<file path="src/rtl/ula_vram_pkg.sv">
// Shared definitions for the ULA video RAM fetch sequencer.
// Holds the 8-cycle slot timing constants, the default DRAM
// multiplexed-address width, and the slot-mode encoding.
package ula_vram_pkg;

  localparam int unsigned MA_W_DEFAULT = 7;
  localparam int unsigned SC_W         = 3;

  // Slot cycle landmarks: row strobe starts and data-latch cycles.
  localparam logic [SC_W-1:0] CYC_ROW_B = 3'd0;
  localparam logic [SC_W-1:0] CYC_LAT_B = 3'd3;
  localparam logic [SC_W-1:0] CYC_ROW_A = 3'd4;
  localparam logic [SC_W-1:0] CYC_LAT_A = 3'd7;

  typedef enum logic {
    SLOT_IDLE   = 1'b0,
    SLOT_ACTIVE = 1'b1
  } slot_mode_e;

endpackage

</file>
<file path="src/rtl/ula_vram_slot_ctr.sv">
// Slot cycle counter and DRAM refresh row counter.
// Ports:
//   clk, n_reset   - pixel clock, async active-low reset
//   rfsh_inc       - advance the refresh row on this edge
//   sc             - current slot cycle (0..7)
//   sc_next_c      - slot cycle after the coming edge
//   slot_start_c   - the coming edge wraps sc 7->0
//   rfsh           - refresh row address
module ula_vram_slot_ctr #(
  parameter int unsigned MA_W = ula_vram_pkg::MA_W_DEFAULT
) (
  input  logic                          clk,
  input  logic                          n_reset,
  input  logic                          rfsh_inc,
  output logic [ula_vram_pkg::SC_W-1:0] sc,
  output logic [ula_vram_pkg::SC_W-1:0] sc_next_c,
  output logic                          slot_start_c,
  output logic [MA_W-1:0]               rfsh
);
  import ula_vram_pkg::*;

  assign sc_next_c    = sc + SC_W'(1);
  assign slot_start_c = (sc == CYC_LAT_A);

  // Free-running slot counter and wrap-around refresh row counter.
  always_ff @(posedge clk or negedge n_reset) begin
    if (!n_reset) begin
      sc   <= '0;
      rfsh <= '0;
    end else begin
      sc <= sc_next_c;
      if (rfsh_inc) rfsh <= rfsh + MA_W'(1);
    end
  end

endmodule

</file>
<file path="src/rtl/ula_vram_fetch.sv">
// ULA video RAM fetch sequencer: per 8-cycle slot either fetches a
// bitmap and an attribute byte from DRAM, or does a RAS-only refresh.
// Ports:
//   clk, n_reset            - pixel clock, async active-low reset
//   fetch_en                - display-active request, sampled at slot start
//   bitmap_addr, attr_addr  - byte addresses (row = low MA_W, col = next MA_W)
//   d_in                    - VRAM read data
//   ma, ma_n_oe             - multiplexed DRAM address and its pad enable (low)
//   n_ras, n_cas            - DRAM strobes
//   bitmap_q, attr_q        - latched fetch data
//   data_valid              - one-cycle pulse when bitmap_q/attr_q update
//   contend                 - high throughout an active slot
module ula_vram_fetch #(
  parameter int unsigned MA_W = ula_vram_pkg::MA_W_DEFAULT
) (
  input  logic              clk,
  input  logic              n_reset,
  input  logic              fetch_en,
  input  logic [2*MA_W-1:0] bitmap_addr,
  input  logic [2*MA_W-1:0] attr_addr,
  input  logic [7:0]        d_in,
  output logic [MA_W-1:0]   ma,
  output logic              ma_n_oe,
  output logic              n_ras,
  output logic              n_cas,
  output logic [7:0]        bitmap_q,
  output logic [7:0]        attr_q,
  output logic              data_valid,
  output logic              contend
);
  import ula_vram_pkg::*;

  logic [SC_W-1:0]   sc;
  logic [SC_W-1:0]   sc_next;
  logic              slot_start;
  logic              rfsh_inc;
  logic [MA_W-1:0]   rfsh;

  slot_mode_e        mode;
  slot_mode_e        mode_next;
  logic [2*MA_W-1:0] b_addr;
  logic [2*MA_W-1:0] a_addr;
  logic [2*MA_W-1:0] b_addr_next;
  logic [2*MA_W-1:0] a_addr_next;

  logic [MA_W-1:0]   ma_d;
  logic              ma_n_oe_d;
  logic              n_ras_d;
  logic              n_cas_d;
  logic              contend_d;
  logic              attr_phase;
  logic [MA_W-1:0]   row_sel;
  logic [MA_W-1:0]   col_sel;

  // Refresh row advances at the end of the RAS-only strobe of an idle slot.
  assign rfsh_inc = (mode == SLOT_IDLE) && (sc == CYC_LAT_B);

  ula_vram_slot_ctr #(.MA_W(MA_W)) u_slot_ctr (
    .clk          (clk),
    .n_reset      (n_reset),
    .rfsh_inc     (rfsh_inc),
    .sc           (sc),
    .sc_next_c    (sc_next),
    .slot_start_c (slot_start),
    .rfsh         (rfsh)
  );

  // Slot mode and addresses: captured at slot start, held for the slot.
  always_ff @(posedge clk or negedge n_reset) begin
    if (!n_reset) begin
      mode   <= SLOT_IDLE;
      b_addr <= '0;
      a_addr <= '0;
    end else begin
      mode   <= mode_next;
      b_addr <= b_addr_next;
      a_addr <= a_addr_next;
    end
  end

  always_comb begin
    mode_next   = mode;
    b_addr_next = b_addr;
    a_addr_next = a_addr;
    if (slot_start) begin
      mode_next   = fetch_en ? SLOT_ACTIVE : SLOT_IDLE;
      b_addr_next = bitmap_addr;
      a_addr_next = attr_addr;
    end
  end

  // Pin decode for the cycle about to start, so registered pins line up with sc.
  always_comb begin
    ma_d       = ma;
    ma_n_oe_d  = 1'b1;
    n_ras_d    = 1'b1;
    n_cas_d    = 1'b1;
    contend_d  = 1'b0;
    attr_phase = (sc_next >= CYC_ROW_A);
    row_sel    = attr_phase ? a_addr_next[MA_W-1:0] : b_addr_next[MA_W-1:0];
    col_sel    = attr_phase ? a_addr_next[2*MA_W-1:MA_W] : b_addr_next[2*MA_W-1:MA_W];
    if (mode_next == SLOT_ACTIVE) begin
      // Each half-slot: precharge, RAS on row, then two CAS cycles on column.
      ma_n_oe_d = 1'b0;
      contend_d = 1'b1;
      ma_d      = sc_next[1] ? col_sel : row_sel;
      n_ras_d   = (sc_next[1:0] == 2'd0);
      n_cas_d   = ~sc_next[1];
    end else if (!attr_phase) begin
      // RAS-only refresh in the first half; second half keeps ma and frees the pads.
      ma_n_oe_d = 1'b0;
      ma_d      = rfsh;
      n_ras_d   = (sc_next == CYC_ROW_B);
    end
  end

  always_ff @(posedge clk or negedge n_reset) begin
    if (!n_reset) begin
      ma      <= '0;
      ma_n_oe <= 1'b1;
      n_ras   <= 1'b1;
      n_cas   <= 1'b1;
      contend <= 1'b0;
    end else begin
      ma      <= ma_d;
      ma_n_oe <= ma_n_oe_d;
      n_ras   <= n_ras_d;
      n_cas   <= n_cas_d;
      contend <= contend_d;
    end
  end

  // Data latches close on the last CAS cycle of each half of an active slot.
  always_ff @(posedge clk or negedge n_reset) begin
    if (!n_reset) begin
      bitmap_q   <= '0;
      attr_q     <= '0;
      data_valid <= 1'b0;
    end else begin
      if ((mode == SLOT_ACTIVE) && (sc == CYC_LAT_B)) bitmap_q <= d_in;
      if ((mode == SLOT_ACTIVE) && (sc == CYC_LAT_A)) attr_q   <= d_in;
      data_valid <= (mode == SLOT_ACTIVE) && (sc == CYC_LAT_A);
    end
  end

endmodule

</file>
<file path="config.mk">
export PLATFORM = sky130hd
export DESIGN_NAME = ula_vram_fetch
export DESIGN_NICKNAME = d
export VERILOG_FILES = /design/src/rtl/ula_vram_pkg.sv /design/src/rtl/ula_vram_slot_ctr.sv /design/src/rtl/ula_vram_fetch.sv
export SDC_FILE = /design/constraint.sdc
export NUM_CORES = 1
export LEC_CHECK = 0
export CORE_MARGIN = 2
export CORE_UTILIZATION = 49
export CTS_CLUSTER_SIZE = 12
export DETAILED_ROUTE_END_ITERATION = 10
export GPL_TIMING_DRIVEN = 0
export PLACE_DENSITY = 0.82
export SLEW_MARGIN = 20
export SYNTH_ARGS = -nofsm -noshare
export SYNTH_HDL_FRONTEND = slang
export SYNTH_HIERARCHICAL = 1
export SYNTH_SLANG_ARGS = --single-unit
export TNS_END_PERCENT = 1
</file>
<file path="constraint.sdc">
create_clock -name clk -period 2.1 [get_ports clk]
set_input_delay 0.21 -clock clk [delete_from_list [all_inputs] [get_ports clk]]
set_output_delay 0.21 -clock clk [all_outputs]
set_load 0.02 [all_outputs]
</file>
==> results_tabular.tex <==
\begin{tabular}{lr}
\hline
Metric & Value \\
\hline
\multicolumn{2}{l}{\textbf{Status}} \\
\quad Outcome & finished, final reports clean \\
\multicolumn{2}{l}{\textbf{GRT}} \\
\quad Met2 routing resource usage after global routing & 31.5\% \\
\quad Pin count of the biggest net entering global routing & 44 \\
\quad Wire length of the first global-routing pass & 9.23 mm \\
\quad Met1 Track Usage GR & 26.4\% \\
\quad GRT Util Overall & 20.1\% \\
\quad GR met3 Demand/Resource & 3.51\% \\
\quad Number of global-route vias before repair & 1869 \\
\quad Gr busiest metal & met2 \\
\quad Antenna violations before repair & 0 \\
\quad Global route total overflow & 0 \\
\multicolumn{2}{l}{\textbf{Worst setup path}} \\
\quad Startpoint of the lowest-slack register-to-register path & u\_slot\_ctr/sc[0] \\
\quad Endpoint of the worst setup timing path & ma[1] \\
\quad CP Data Arrival Time & 2.23 ns \\
\quad Register-to-Register Path Depth & 6 \\
\quad Crit-path most repeated cell & ha\_1 \\
\quad Capture instance of the worst register-to-register path & ma[1] \\
\quad Type of the worst setup path & flop to flop \\
\quad CP Launch Type & flop \\
\quad Slack of the worst reg-to-reg path & 0.1 ns \\
\quad Worst path bufs/invs & 1 \\
\quad Gate family responsible for the most delay along the worst path & adder cells \\
\quad Maximum fanout along the worst path & 10 \\
\quad Cell-by-cell trace of the critical path & ha\_1, ha\_1, clkbuf\_4, or2b\_4, o22ai\_1, o31ai\_2 \\
\quad Max stage delay on crit path & 0.44 ns \\
\quad Required time at the endpoint of the critical path & 2.33 ns \\
\quad Crit path from & u\_slot\_ctr/sc[0] \\
\quad Category of the worst setup path capture point & flop \\
\quad Stages on the worst setup path & 6 \\
\quad Library cell contributing the largest single delay on the critical path & dfrtp\_1 \\
\multicolumn{2}{l}{\textbf{STA}} \\
\quad Final setup margin & 0.0965 ns \\
\quad Setup violators final & 0 \\
\quad Number of slew-limit violations in the final report & 0 \\
\quad Timing-limited maximum frequency & 499 MHz \\
\quad Worst Hold Slack & 0.311 ns \\
\quad Worst setup skew after layout & 0.0105 ns \\
\quad Final critical-path required period & 2.00 ns \\
\quad Slew at the pin with the worst max-slew slack & 0.675 ns \\
\quad Setup tns final & 0 ns \\
\quad Final Hold Violating Endpoints & 0 \\
\quad Final period utilization & 95.4\% \\
\quad Max-slew headroom & 54.7\% \\
\quad Setup repair after global routing missed its margin & false \\
\multicolumn{2}{l}{\textbf{Drt}} \\
\quad First-pass iteration count of the detailed router & 4 \\
\quad Initial detailed-routing violation count & 59 \\
\quad Avg WL per Cell & 16.8 um \\
\quad WL final & 5.71 mm \\
\quad Remaining design rule violation count & 0 \\
\quad Number of routed nets with antenna violations & 0 \\
\quad Routed vias & 1759 \\
\quad Average via count per standard cell & 5.17 \\
\multicolumn{2}{l}{\textbf{Synth}} \\
\quad Area contributors post-synth & dfrtp\_1 57\%, mux2\_2 17\%, mux2\_4 4.8\%, dfstp\_2 2.8\%, o22ai\_1 2.5\% \\
\quad Mapped Area & 2790 um\^{}2 \\
\quad Mux cell area share after synthesis & 23.0\% \\
\quad Combinational family with the most area after synthesis & multiplexers \\
\quad Area fraction in and, or, nand and nor cells after synthesis & 4.71\% \\
\quad Post-synthesis cell type with the largest combined area & dfrtp\_1 \\
\quad Distinct cell type count after synthesis & 29 \\
\quad Fraction of registers with async set or reset after synthesis & 100\% \\
\quad Area share of fa/ha/maj cells after synthesis & 1.35\% \\
\quad Fraction of the yosys area taken by sequential cells & 59.4\% \\
\quad Flops \& latches, synth & 66 \\
\quad Number of warnings printed during yosys synthesis & 6 \\
\quad Avg Inst Size Synth & 15.2 um\^{}2 \\
\quad Post-Synthesis Net Count & 226 \\
\quad Synthesized-area fraction occupied by ao, oa, aoi and oai cells & 6.68\% \\
\quad Number of synthesized flops with an enable pin & 0 \\
\quad Cell count after synthesis & 184 \\
\quad Synthesized-area fraction occupied by xor and xnor cells & 1.88\% \\
\quad Primary flip-flop cell chosen by synthesis mapping & dfrtp\_1 \\
\quad Top-area cell type share of the netlist area & 56.5\% \\
\multicolumn{2}{l}{\textbf{Finish}} \\
\quad Utilization after layout & 67.9\% \\
\quad Seq. cell area & 1660 um\^{}2 \\
\quad ANT cells & 0 \\
\quad Post-route design area & 3740 um\^{}2 \\
\quad Relative area change from synthesis to final layout & 34.1\% \\
\quad Area taken by multi-input logic gates & 1050 um\^{}2 \\
\quad Net total in the final layout & 305 \\
\quad Commonest non-fill, non-tap cell in the layout & clkdlybuf4s50\_1 \\
\quad Post-Layout Cell Count & 340 \\
\quad Most used cells in the layout excluding fill and tap cells & 65 x clkdlybuf4s50\_1, 63 x dfrtp\_1, 43 x mux2\_2 \\
\quad Number of inserted filler cells in the final layout & 408 \\
\quad Fraction of layout cells with a size suffix above 1 & 33.2\% \\
\multicolumn{2}{l}{\textbf{Floorplan}} \\
\quad Number of top-level design ports & 67 \\
\quad Die footprint & 6310 um\^{}2 \\
\quad Die Y & 79.4 um \\
\quad Overall die width & 79.4 um \\
\quad Initial standard-cell utilization of the core & 50.6\% \\
\quad Total number of placement rows & 27 \\
\quad CORE AREA & 5510 um\^{}2 \\
\multicolumn{2}{l}{\textbf{Pwr}} \\
\quad Leakage & 1.60 nW \\
\quad IR drop worst, VDD & 0.649 mV \\
\quad PD cells & 745 nW/um\^{}2 \\
\quad Total Power & 2.79 mW \\
\multicolumn{2}{l}{\textbf{Clock tree}} \\
\quad Clock Tree Root & clkbuf\_8 \\
\quad Number of clock buffers inserted by TritonCTS & 9 \\
\quad Number of buffers added for setup after CTS & 0 \\
\quad Worst-Skew Late Latency & 0.34 ns \\
\quad Sink count of the clock tree & 66 \\
\quad H-tree levels & 3 \\
\quad CTS max path bufs & 2 \\
\quad CTS tree & built \\
\quad Clk slew on worst S/H paths & 0.07 ns \\
\multicolumn{2}{l}{\textbf{Flow run}} \\
\quad Max-cap viol count & 0 \\
\multicolumn{2}{l}{\textbf{Place}} \\
\quad Last weighted congestion value of the routability-driven placer & 0.766 \\
\quad Worst slack at placement & 0.112 ns \\
\quad Number of input and output port buffers inserted & 66 \\
\quad Final HPWL DP & 4.01 mm \\
\quad Total placed instance area & 3560 um\^{}2 \\
\quad \# placed instances & 323 \\
\multicolumn{2}{l}{\textbf{Worst hold path}} \\
\quad Class of the tightest hold or removal check & primary input to async pin \\
\hline
\end{tabular}
[where the power goes]
part           internal (mW)  switching (mW)  total [mW]
Clock                  0.497           0.445       0.942
Combinational          0.243           0.176       0.420
Sequential              1.37          0.0586        1.43
[state kept, by name, summed over array words and instances (netlist names)]
| register | cells |
|---|---|
| attr_q | 8 |
| ma | 7 |
| u_slot_ctr/sc | 3 |
| u_slot_ctr/rfsh | 7 |
| n_cas | 1 |
| a_addr | 14 |
| bitmap_q | 8 |
| b_addr | 14 |
| contend | 1 |
| data_valid | 1 |
| n_ras | 1 |
| ma_n_oe | 1 |
[worst register-to-register path, delay by kind of cell (launching register included)]
kind | cells | cell delay (ns)
fa+ha+maj | 2 | 0.56
simple gates | 1 | 0.34
compound gates | 2 | 0.31
buf+inv | 1 | 0.23
flops | 1 | 0.44
[cell type report]
| type | count | share of cell area (%) |
|---|---|---|
| timing repair buffer | 68 | 18.4 |
| clock buffer | 16 | 4.55 |
| buffer | 7 | 1.94 |
| inverter | 3 | 0.301 |
| sequential | 66 | 44.3 |
| multi-input combinational | 108 | 28.1 |
| tap | 72 | 2.41 |
[timing repair]
item	in CTS	in global routing
endpoints found under the hold margin	23	0
setup endpoints to repair	0	5
hold buffers	1	0
gates resized for setup	0	1
[routing by layer]
metal / wire [um] / part of all wire [%]
met3: 357 / 6.3
met4: 122 / 2.1
met5: 0 / 0
met1: 2460 / 43
met2: 2760 / 48
[how the worst min path moves through the flow]
stage                              end               start  slack [ns]  cells past startpoint
finish                       a_addr[5]             n_reset        0.31                      2
detailed placement          b_addr[12]             n_reset        0.13                      1
global placement    u_slot_ctr/rfsh[6]  u_slot_ctr/rfsh[6]        0.46                      1
floorplan                    a_addr[0]             n_reset       -0.09                      0
CTS                          b_addr[8]             n_reset        0.31                      2
global route                b_addr[10]             n_reset        0.33                      2
[cells by family after synthesis]
| kind of cell | after synthesis |
|---|---|
| flip-flops | 66 |
| multiplexers | 53 |
| AND/OR/NAND/NOR | 24 |
| AO/OA/AOI/OAI | 22 |
| buffers and inverters | 10 |
| XOR/XNOR | 6 |
| adder cells (fa/ha/maj) | 3 |
[synth_stat cells (3+ instances only)]
master,number
dfstp_2,3
dfrtp_1,63
o31ai_1,3
ha_1,3
o31ai_2,4
xnor2_1,3
xor2_1,3
nand2_1,13
mux2_2,43
o22ai_1,11
mux2_4,9
clkbuf_4,3
o22ai_2,3
No activity file was read; power rests on OpenSTA's default activity.
